--- config.mk ---
export PLATFORM = sky130hd
export DESIGN_NAME = counter_stim_gen
export DESIGN_NICKNAME = d
export VERILOG_FILES = /design/src/rtl/counter_stim_gen.sv
export SDC_FILE = /design/constraint.sdc
export NUM_CORES = 1
export LEC_CHECK = 0
export CELL_PAD_IN_SITES_DETAIL_PLACEMENT = 0
export CELL_PAD_IN_SITES_GLOBAL_PLACEMENT = 1
export CORE_UTILIZATION = 30
export CTS_CLUSTER_SIZE = 14
export DETAILED_ROUTE_END_ITERATION = 10
export PLACE_DENSITY = 0.62
export SLEW_MARGIN = 20
export SYNTH_ARGS = -nofsm -noshare
export SYNTH_HDL_FRONTEND = slang
export SYNTH_SLANG_ARGS = --single-unit
--- constraint.sdc ---
create_clock -name clk -period 2.32 [get_ports clk]
set_input_delay 0.348 -clock clk [delete_from_list [all_inputs] [get_ports clk]]
set_output_delay 0.348 -clock clk [all_outputs]
set_load 0.005 [all_outputs]
--- src/rtl/counter_stim_gen.sv ---
// counter_stim_gen: upstream stimulus stage for the 2-bit up/down counter.
// Synchronizes and debounces a raw push-button and a raw direction switch, and
// produces a one-cycle enable pulse per accepted press plus a held direction.
// Optional feature macro: STIM_REPEAT_EN (auto-repeat pulses while held).
module counter_stim_gen #(
    parameter int SYNC_STAGES   = 2,
    parameter int DB_CYCLES     = 4,
    parameter int REPEAT_CYCLES = 16
) (
    input  logic clk,
    input  logic reset,
    input  logic btn_in,
    input  logic dir_in,
    output logic en,
    output logic d,
    output logic pressed
);

    localparam int DBW = $clog2(DB_CYCLES) + 1;
    localparam logic [DBW-1:0] DB_LAST = DBW'(DB_CYCLES - 1);
    localparam logic [DBW-1:0] DB_MAX  = '1;

    typedef enum logic [1:0] {
        IDLE,
        PRESS_WAIT,
        HELD,
        RELEASE_WAIT
    } state_t;

    state_t state;
    state_t state_next;

    logic [SYNC_STAGES-1:0] btn_sync;
    logic [SYNC_STAGES-1:0] dir_sync;
    logic btn_s;
    logic dir_s;

    logic [DBW-1:0] db_cnt;
    logic [DBW-1:0] db_cnt_next;
    logic en_next;
    logic d_next;
    logic pressed_next;

`ifdef STIM_REPEAT_EN
    localparam int RPW = $clog2(REPEAT_CYCLES);
    localparam logic [RPW-1:0] REP_LAST = RPW'(REPEAT_CYCLES - 1);

    logic [RPW-1:0] rep_cnt;
    logic [RPW-1:0] rep_cnt_next;
`endif

    assign btn_s = btn_sync[SYNC_STAGES-1];
    assign dir_s = dir_sync[SYNC_STAGES-1];

    // Shift the raw asynchronous inputs through the synchronizer chains.
    always_ff @(posedge clk) begin
        if (reset) begin
            btn_sync <= '0;
            dir_sync <= '0;
        end else begin
            btn_sync <= {btn_sync[SYNC_STAGES-2:0], btn_in};
            dir_sync <= {dir_sync[SYNC_STAGES-2:0], dir_in};
        end
    end

    // Next-state and next-output logic; the debounce counter saturates so it never wraps.
    always_comb begin
        state_next  = state;
        db_cnt_next = db_cnt;
        en_next     = 1'b0;
        d_next      = d;
`ifdef STIM_REPEAT_EN
        rep_cnt_next = rep_cnt;
`endif
        case (state)
            IDLE: begin
                if (btn_s) begin
                    state_next  = PRESS_WAIT;
                    db_cnt_next = '0;
                end
            end
            PRESS_WAIT: begin
                if (!btn_s) begin
                    state_next = IDLE;
                end else if (db_cnt == DB_LAST) begin
                    state_next = HELD;
                    en_next    = 1'b1;
                    d_next     = dir_s;
`ifdef STIM_REPEAT_EN
                    rep_cnt_next = '0;
`endif
                end else if (db_cnt != DB_MAX) begin
                    db_cnt_next = db_cnt + 1'b1;
                end
            end
            HELD: begin
                if (!btn_s) begin
                    state_next  = RELEASE_WAIT;
                    db_cnt_next = '0;
                end
`ifdef STIM_REPEAT_EN
                else if (rep_cnt == REP_LAST) begin
                    en_next      = 1'b1;
                    d_next       = dir_s;
                    rep_cnt_next = '0;
                end else begin
                    rep_cnt_next = rep_cnt + 1'b1;
                end
`endif
            end
            RELEASE_WAIT: begin
                if (btn_s) begin
                    state_next = HELD;
`ifdef STIM_REPEAT_EN
                    rep_cnt_next = '0;
`endif
                end else if (db_cnt == DB_LAST) begin
                    state_next = IDLE;
                end else if (db_cnt != DB_MAX) begin
                    db_cnt_next = db_cnt + 1'b1;
                end
            end
            default: begin
                state_next = IDLE;
            end
        endcase
        pressed_next = (state_next == HELD) || (state_next == RELEASE_WAIT);
    end

    // Register the state, counters and all outputs; reset overrides everything.
    always_ff @(posedge clk) begin
        if (reset) begin
            state   <= IDLE;
            db_cnt  <= '0;
            en      <= 1'b0;
            d       <= 1'b0;
            pressed <= 1'b0;
`ifdef STIM_REPEAT_EN
            rep_cnt <= '0;
`endif
        end else begin
            state   <= state_next;
            db_cnt  <= db_cnt_next;
            en      <= en_next;
            d       <= d_next;
            pressed <= pressed_next;
`ifdef STIM_REPEAT_EN
            rep_cnt <= rep_cnt_next;
`endif
        end
    end

endmodule

==> impl_metrics.toml, run 1 <==
[status]
status = "finished clean"

[clock_network]
root_buffer = "clkbuf_4"
numClockSinks = 12
clk_latency_ps = 270
cts.repair.resized = 0
cts_tree = "yes"
path_clk_slew_ps = 80
numCtsBuffers = 3
cts_setup_buffers = 0
cts_buffer_depth = 2
cts_hold_buf = 0
htree_levels = 1

[cells_and_area]
area_growth_pct = 25.4
fillers = 146
fin_nets = 57
seq_area_um2 = 240
fin_util = 0.412
antenna_cells = 0
drive_gt1_frac = 0.122
multi_input_area_um2 = 186

[detailed_routing]
dr.pass1.iters = 4
route.vias.total = 302
wl_per_cell_um = 11.4
met1_length_um = 340
drt-initial-drc-count = 4
drc = 0
met3_length_um = 34
vias_per_cell = 4.72
highest_layer = "met3"
routed-wl-met2_um = 352
drtAntennaViolNets = 0
wl_um = 727

[yosys]
post_synth_num_cell_types = 17
avgSynthCellArea_um2 = 10.9
yosysWarnings = 0
netlist_area_um2 = 438
seq_area_frac_synth = 0.549
synth-main-ff-cell = "dfxtp_1"
netlist_instances = 40
synth-seq-cells = 12
async_reset_ff_frac = 0
syn-num-nets = 47
synth_edf_count = 0

[timing]
finalHoldViolations = 0
fin_crit_sh = 0.649
worst-slew-pin-transition_ps = 345
setup-violations-final = 0
setup_tns_ps = 0
whs_ps = 447
max_freq_ghz = 0.664
finalMaxSlewViolations = 0
rsz0062_at_grt = "false"
slew_headroom = 0.770
finalClockSkew_ps = 3.40
final.min_clock_period_ps = 1510

[hold_path]
hold_path.class = "flop to flop"

[die]
die_w_um = 40.2
dieArea_um2 = 1620
num_io_pins = 7
core-area_um2 = 1330
initial_utilization = 0.328
die_h_um = 40.2
num_rows = 13

[power]
power_density_nw_per_um2 = 708
p_leak_nw = 0.244
peakVddDrop_mv = 0.257

[global_route]
grt_max_degree = 12
grt.total_usage = 0.121
grt_first_pass_wirelength_um = 1180
antenna_found_initial = 0
gr-total-overflow = 0
grt_pass1_vias = 269

[setup_path]
cp-start-kind = "flop"
arrival_ps = 1670
endpoint_kind = "flop"
critPathKind = "flop to flop"
rrSetupSlack_ps = 810
crit_fanout = 5
cp.required_ps = 2490

[placement]
dp_hpwl_um = 557
routabilityCongestion = 0.715
port_buffers = 6

[job]
maxCapViolCount = 0
==> Yosys cell counts (2+ instances only) <==
master	count	area, um2
a22o_1	2	17.5
a21oi_1	3	15.0
nor2b_1	4	25.0
nand2_1	2	7.51
inv_1	2	7.51
ha_1	3	37.5
dfxtp_1	12	240
nor2_1	3	11.3
==> layer usage <==
layer,vias up,GRT usage
li1,156,-
met1,140,0.146
met2,6,0.153
met3,0,0.0833
met4,0,0.0750
met5,-,0
==> worst paths after layout <==
kind	start	to	cells after the start
worst min-delay path	dir_sync[0]$_SDFF_PP0_	dir_sync[1]$_SDFF_PP0_	1
worst max-delay path	db_cnt[0]$_SDFFE_PP0P_	db_cnt[0]$_SDFFE_PP0P_	5
worst min register to register	dir_sync[0]$_SDFF_PP0_	dir_sync[1]$_SDFF_PP0_	1
worst max register to register	db_cnt[0]$_SDFFE_PP0P_	db_cnt[0]$_SDFFE_PP0P_	5
==> layout make-up <==
type / instances / area share
inverter: 2 / 0.0137
timing repair buffer: 6 / 0.109
clock buffer: 4 / 0.0661
tap: 15 / 0.0342
sequential: 12 / 0.437
multi-input combinational: 25 / 0.339
==> power by group <==
group          leakage (nW)  internal [W]  switching [W]
registers            0.0976      0.000210     0.00000172
logic                 0.125    0.00000761     0.00000518
clock network        0.0210     0.0000953      0.0000698
==> registers in the layout, summed over array words and instances, names as in the netlist <==
signal	count
en	1
pressed	1
d	1
btn_sync	2
state	2
db_cnt	3
dir_sync	2
==> layout by cell type (no fill, tap or decap), drive strengths merged <==
| cell type | netlist | layout |
|---|---|---|
| o21ai | 1 | 1 |
| a21oi | 3 | 3 |
| nand2 | 2 | 2 |
| dfxtp | 12 | 12 |
| a22o | 2 | 2 |
| and4b | 1 | 1 |
| mux2 | 1 | 1 |
| nand3 | 1 | 1 |
| and3b | 1 | 1 |
| nor2b | 4 | 4 |
| nand4b | 1 | 1 |
| inv | 2 | 2 |
| ha | 3 | 3 |
| mux2i | 1 | 1 |
| clkdlybuf4s50 | 0 | 6 |
| clkbuf | 1 | 4 |
| nor2 | 3 | 3 |
| xor2 | 1 | 1 |
==> metrics by stage <==
step,setup WS [ps],instances,power (W),area (um2)
CTS,807,64,0.000395,549
finish,813,64,0.000389,549
global route,758,64,0.000413,549
floorplan,953,40,0.000222,438
global placement,656,60,0.000228,513
detailed placement,639,60,0.000229,513
==> critical path, stage by stage (launching register included) <==
cell and delay, ps:
dfxtp_1 330, ha_1 230, ha_1 240, o21ai_0 190
a21oi_1 130, mux2_4 280
==> kinds of logic (layout without fill, tap and decap cells) <==
family | after synthesis | count (layout) | synth area share
simple gates | 13 | 13 | 0.177
buf+inv | 3 | 12 | 0.0257
xor+xnor | 1 | 1 | 0.0200
compound gates | 6 | 6 | 0.0857
mux | 2 | 2 | 0.0571
flops | 12 | 12 | 0.549
fa+ha+maj | 3 | 3 | 0.0857
No activity file was read; power rests on OpenSTA's default activity.
==> run 2: changes to the inputs <==
--- a/config.mk
+++ b/config.mk
@@ -10,7 +10,7 @@
 export CORE_UTILIZATION = 30
 export CTS_CLUSTER_SIZE = 14
 export DETAILED_ROUTE_END_ITERATION = 10
-export PLACE_DENSITY = 0.62
+export PLACE_DENSITY = 0.64
 export SLEW_MARGIN = 20
 export SYNTH_ARGS = -nofsm -noshare
 export SYNTH_HDL_FRONTEND = slang
==> constraint.sdc (replaced) <==
create_clock -name clk -period 1.29 [get_ports clk]
set_input_delay 0.1935 -clock clk [delete_from_list [all_inputs] [get_ports clk]]
set_output_delay 0.1935 -clock clk [all_outputs]
set_load 0.005 [all_outputs]
==> run 2 against run 1 <==
  * The flow now finishes with violations (setup timing)
  * Global-route usage is 0.22 points higher
  * Clock skew is 1.8 ps higher
  * Utilization is 6.2 points higher
  * Sequential share of layout area is 5.1 points lower
  * Critical endpoint unchanged
  * Setup slack worse by 810 ps
  * Highest routed layer unchanged
  * Combinational power is 130% higher
  * Die area stayed put
==> impl_metrics.toml, run 2 (synthesis results as in run 1) <==
[cells_and_area]
fin_nets = 61
fin_cells = 68
regMostFlops = "db_cnt"
largest_reg_flops = 3
final_cell_mix = "dfxtp_1, nor2b_1, buf_4"
antenna_cells = 0
area_growth_pct = 44.3
drive_gt1_frac = 0.340
final_common_cell = "dfxtp_1"

[clock_network]
path_clk_slew_ps = 80
cts_setup_buffers = 0
numClockSinks = 12
clk_latency_ps = 270
cts_tree = "yes"
numCtsBuffers = 3
cts_buffer_depth = 2
htree_levels = 1
cts_hold_buf = 0
root_buffer = "clkbuf_4"

[setup_path]
critPathSlowestCell = "dfxtp_2"
path_common_cell = "ha_4"
reg2reg_depth = 5
crit_chain = "ha_4 > ha_4 > nor2_1 > and4b_1 > mux2_4"
rrSetupSlack_ps = -0.2
cp-start-kind = "flop"
crit_fanout = 3
r2r_end = "db_cnt[0]$_SDFFE_PP0P_"
critPathBufInv = 0
endpoint_kind = "flop"
critical_path.max_stage_delay_ps = 360
arrival_ps = 1460
cp.required_ps = 1460
r2r_start = "db_cnt[0]$_SDFFE_PP0P_"
cp_top_family = "flip-flops"
critPathKind = "flop to flop"
path_depth = 5

[global_route]
grt_pass1_vias = 292
grt_max_degree = 9
grt_first_pass_wirelength_um = 1170
gr-total-overflow = 0
grt.total_usage = 0.123
antenna_found_initial = 0

[job]
maxCapViolCount = 0

[detailed_routing]
drc = 0
met3_length_um = 37
wl_um = 721
highest_layer = "met3"
vias_per_cell = 4.54
route.vias.total = 309
dr.pass1.iters = 2
wl_per_cell_um = 10.6
drt-initial-drc-count = 5
drtAntennaViolNets = 0
met1_length_um = 336
routed-wl-met2_um = 348

[die]
die_w_um = 40.2
num_io_pins = 7
num_rows = 13
dieArea_um2 = 1620
initial_utilization = 0.328
die_h_um = 40.2
core-area_um2 = 1330

[timing]
setup_slack_ps = -0.178
finalHoldViolations = 0
setup-violations-final = 1
final.min_clock_period_ps = 1290
rsz0062_at_grt = "true"
slew_headroom = 0.819
fin_crit_sh = 1.00
worst-slew-pin-transition_ps = 271
max_freq_ghz = 0.775
finalClockSkew_ps = 5.15
finalMaxSlewViolations = 0

[status]
status = "finished, violations left"
violations = "setup timing"

[placement]
routabilityCongestion = 0.633
port_buffers = 6
dp_hpwl_um = 524
dpl.cell_count = 64

[power]
peakVddDrop_mv = 0.534
power_density_nw_per_um2 = 1120
design_power_total_w = 0.000707
p_leak_nw = 0.303

[hold_path]
hold_path_depth = 1
hold_path.class = "flop to flop"
hp-start = "btn_sync[0]$_SDFF_PP0_"
holdPathEnd = "btn_sync[1]$_SDFF_PP0_"
## run 2: layer usage
| layer | GRT usage | up-vias |
|---|---|---|
| met1 | 0.136 | 142 |
| met2 | 0.161 | 6 |
| li1 | - | 161 |
| met4 | 0.100 | 0 |
| met3 | 0.0833 | 0 |
| met5 | 0 | - |
## run 2: worst register-to-register path: cells and delay by family (launching register included)
kind          cells  cell delay (ps)
flops             1              360
fa+ha+maj         2              300
mux               1              270
simple gates      2              250
## run 2: worst max-delay path by stage
stage                                       from                endpoint  slack [ps]
after detailed placement  db_cnt[1]$_SDFFE_PP0P_  db_cnt[0]$_SDFFE_PP0P_         -30
after CTS                 db_cnt[1]$_SDFFE_PP0P_  db_cnt[0]$_SDFFE_PP0P_          -8
final                     db_cnt[0]$_SDFFE_PP0P_  db_cnt[0]$_SDFFE_PP0P_        -0.2
after global routing      db_cnt[1]$_SDFFE_PP0P_          d$_SDFFE_PP0P_         -40
after floorplan           db_cnt[0]$_SDFFE_PP0P_  db_cnt[0]$_SDFFE_PP0P_           8
after global placement    db_cnt[1]$_SDFFE_PP0P_  db_cnt[0]$_SDFFE_PP0P_          -6
## run 2: final cells by class
class	instances	area, um2
fillers	126	702
flip-flops and latches	12	244
multi-input cells	25	231
repair buffers	10	93.8
clock buffers	4	36.3
well taps	15	18.8
inverters	2	7.51
## run 2: through the flow
step                hold slack, ps  TNS (ps)  worst slack [ps]   util  area, um2
global route                   462     -88.3             -35.5  0.474        632
CTS                            442     -8.27             -8.27  0.466        622
floorplan                      322         0              8.11      -        475
detailed placement             425     -27.1             -27.1  0.435        581
global placement               420     -6.20             -6.20  0.435        581
finish                         439    -0.178            -0.178  0.474        632
## run 2: power breakdown
group | switching [W] | internal (W) | leakage, nW
sequential | 0.00000329 | 0.000377 | 0.0991
clock | 0.000126 | 0.000171 | 0.0210
combinational | 0.0000109 | 0.0000184 | 0.183
total | 0.000140 | 0.000567 | 0.303
## run 2: what timing repair did
action                                  4_1_cts  5_1_grt
gates resized for setup                       4        4
endpoints found under the setup margin        3        6
pin swaps                                     0        3
==> run 3: changes to the inputs <==
--- a/config.mk
+++ b/config.mk
@@ -11,6 +11,7 @@
 export CTS_CLUSTER_SIZE = 14
 export DETAILED_ROUTE_END_ITERATION = 10
 export PLACE_DENSITY = 0.64
+export RECOVER_POWER = 50
 export SLEW_MARGIN = 20
 export SYNTH_ARGS = -nofsm -noshare
 export SYNTH_HDL_FRONTEND = slang
==> run 3 against run 2 <==
  * The flow still finishes with violations (setup timing)
  * Non-clock buffer count did not move
  * Combinational power is 6.8% lower
  * Register-to-register slack about the same
  * Die area unchanged
  * Clock power about the same
  * Final cell count unchanged
  * Via count did not move
  * Utilization shrank 0.66 points
  * Sequential share of layout area grew 0.54 points
  * Power decreased by 0.64%
  * Largest cell class unchanged
==> impl_metrics.toml, run 3 (synthesis results as in run 1) <==
[status]
status = "finished, violations left"
violations = "setup timing"

[timing]
setup_tns_ps = -0.0446
finalClockSkew_ps = 3.52
setup_slack_ps = -0.0446
worst-slew-pin-transition_ps = 271
fin_crit_sh = 1.00
slew_headroom = 0.819
rsz0062_at_grt = "true"
final.min_clock_period_ps = 1290
setup-violations-final = 1
finalMaxSlewViolations = 0
finalHoldViolations = 0
max_freq_ghz = 0.775

[placement]
place_area_um2 = 581
routabilityCongestion = 0.633
post-place-ws_ps = -27.1
dp_hpwl_um = 524
port_buffers = 6
dpl.cell_count = 64

[die]
initial_utilization = 0.328
num_rows = 13
die_w_um = 40.2
dieArea_um2 = 1620
num_io_pins = 7
core-area_um2 = 1330
die_h_um = 40.2

[setup_path]
cp-start-kind = "flop"
critPathBufInv = 0
path_common_cell = "ha_4"
cp_top_family = "flip-flops"
arrival_ps = 1450
critPathKind = "flop to flop"
cp.required_ps = 1450
crit_chain = "ha_4 > ha_4 > nor2_1 > and4b_1 > mux2_4"
rrSetupSlack_ps = -0.04
crit_fanout = 3
critPathSlowestCell = "dfxtp_2"
critical_path.max_stage_delay_ps = 350
endpoint_kind = "flop"

[detailed_routing]
dr.pass1.iters = 4
drt-initial-drc-count = 5
drc = 0
drtAntennaViolNets = 0
wl_um = 717
route.vias.total = 309
vias_per_cell = 4.54
wl_per_cell_um = 10.5

[power]
peakVddDrop_mv = 0.525
power_density_nw_per_um2 = 1130
p_leak_nw = 0.261

[clock_network]
clk_latency_ps = 270
cts_setup_buffers = 0
cts_hold_buf = 0
htree_levels = 1
numClockSinks = 12
root_buffer = "clkbuf_4"
numCtsBuffers = 3
cts_tree = "yes"
cts_buffer_depth = 2
path_clk_slew_ps = 80

[hold_path]
hold_path.class = "flop to flop"

[global_route]
grt_first_pass_wirelength_um = 1170
grt_pass1_vias = 292
gr-total-overflow = 0
grt_max_degree = 9
antenna_found_initial = 0
grt.total_usage = 0.123

[cells_and_area]
largest_reg_flops = 3
final_area_um2 = 623
final_common_cell = "dfxtp_1"
fin_util = 0.467
drive_gt1_frac = 0.321
fin_cells = 68
final_cell_mix = "dfxtp_1, nor2b_1"
regMostFlops = "db_cnt"
area_growth_pct = 42.3
antenna_cells = 0
fin_nets = 61

[job]
maxCapViolCount = 0
## run 3: cell count changes in the layout (fill, tap and decap cells not counted)
| cell | delta |
|---|---|
| buf_4 | -1 |
| clkbuf_1 | +1 |
| clkdlybuf4s25_1 | +2 |
| clkdlybuf4s50_1 | -1 |
| dlygate4sd3_1 | +1 |
| dlymetal6s2s_1 | -2 |
## run 3: metal layers
metal | track usage | up-vias | part of all wire
met5 | 0 | - | 0
met4 | 0.100 | 0 | 0
met3 | 0.0833 | 0 | 0.046
met2 | 0.161 | 6 | 0.49
met1 | 0.136 | 141 | 0.47
li1 | - | 162 | -
## run 3: path summary, 6_finish.rpt
| path | cells after the start | to | startpoint |
|---|---|---|---|
| max | 5 | db_cnt[0]$_SDFFE_PP0P_ | db_cnt[0]$_SDFFE_PP0P_ |
| min | 1 | btn_sync[1]$_SDFF_PP0_ | btn_sync[0]$_SDFF_PP0_ |
| max reg2reg | 5 | db_cnt[0]$_SDFFE_PP0P_ | db_cnt[0]$_SDFFE_PP0P_ |
| min reg2reg | 1 | btn_sync[1]$_SDFF_PP0_ | btn_sync[0]$_SDFF_PP0_ |
## run 3: layout make-up
class,count,area (um2)
inverter,2,7.51
multi-input combinational,25,231
tap,15,18.8
fill,128,711
sequential,12,244
clock buffer,4,36.3
timing repair buffer,10,85.1
## run 3: through the flow
step	hold slack [ps]	power [W]
detailed placement	425	0.000417
global route	462	0.000744
floorplan	322	0.000400
global placement	420	0.000415
CTS	442	0.000716
finish	439	0.000702
## run 3: repair_timing
action	in CTS	in global routing
resized for setup	4	4
endpoints found under the setup margin	3	6
pin swaps	0	3
## run 3: where the power goes
group           total, W  internal, W  switching, W
sequential      0.000380     0.000377    0.00000328
combinational  0.0000273    0.0000164     0.0000109
clock           0.000295     0.000171      0.000123
total           0.000702     0.000565      0.000138
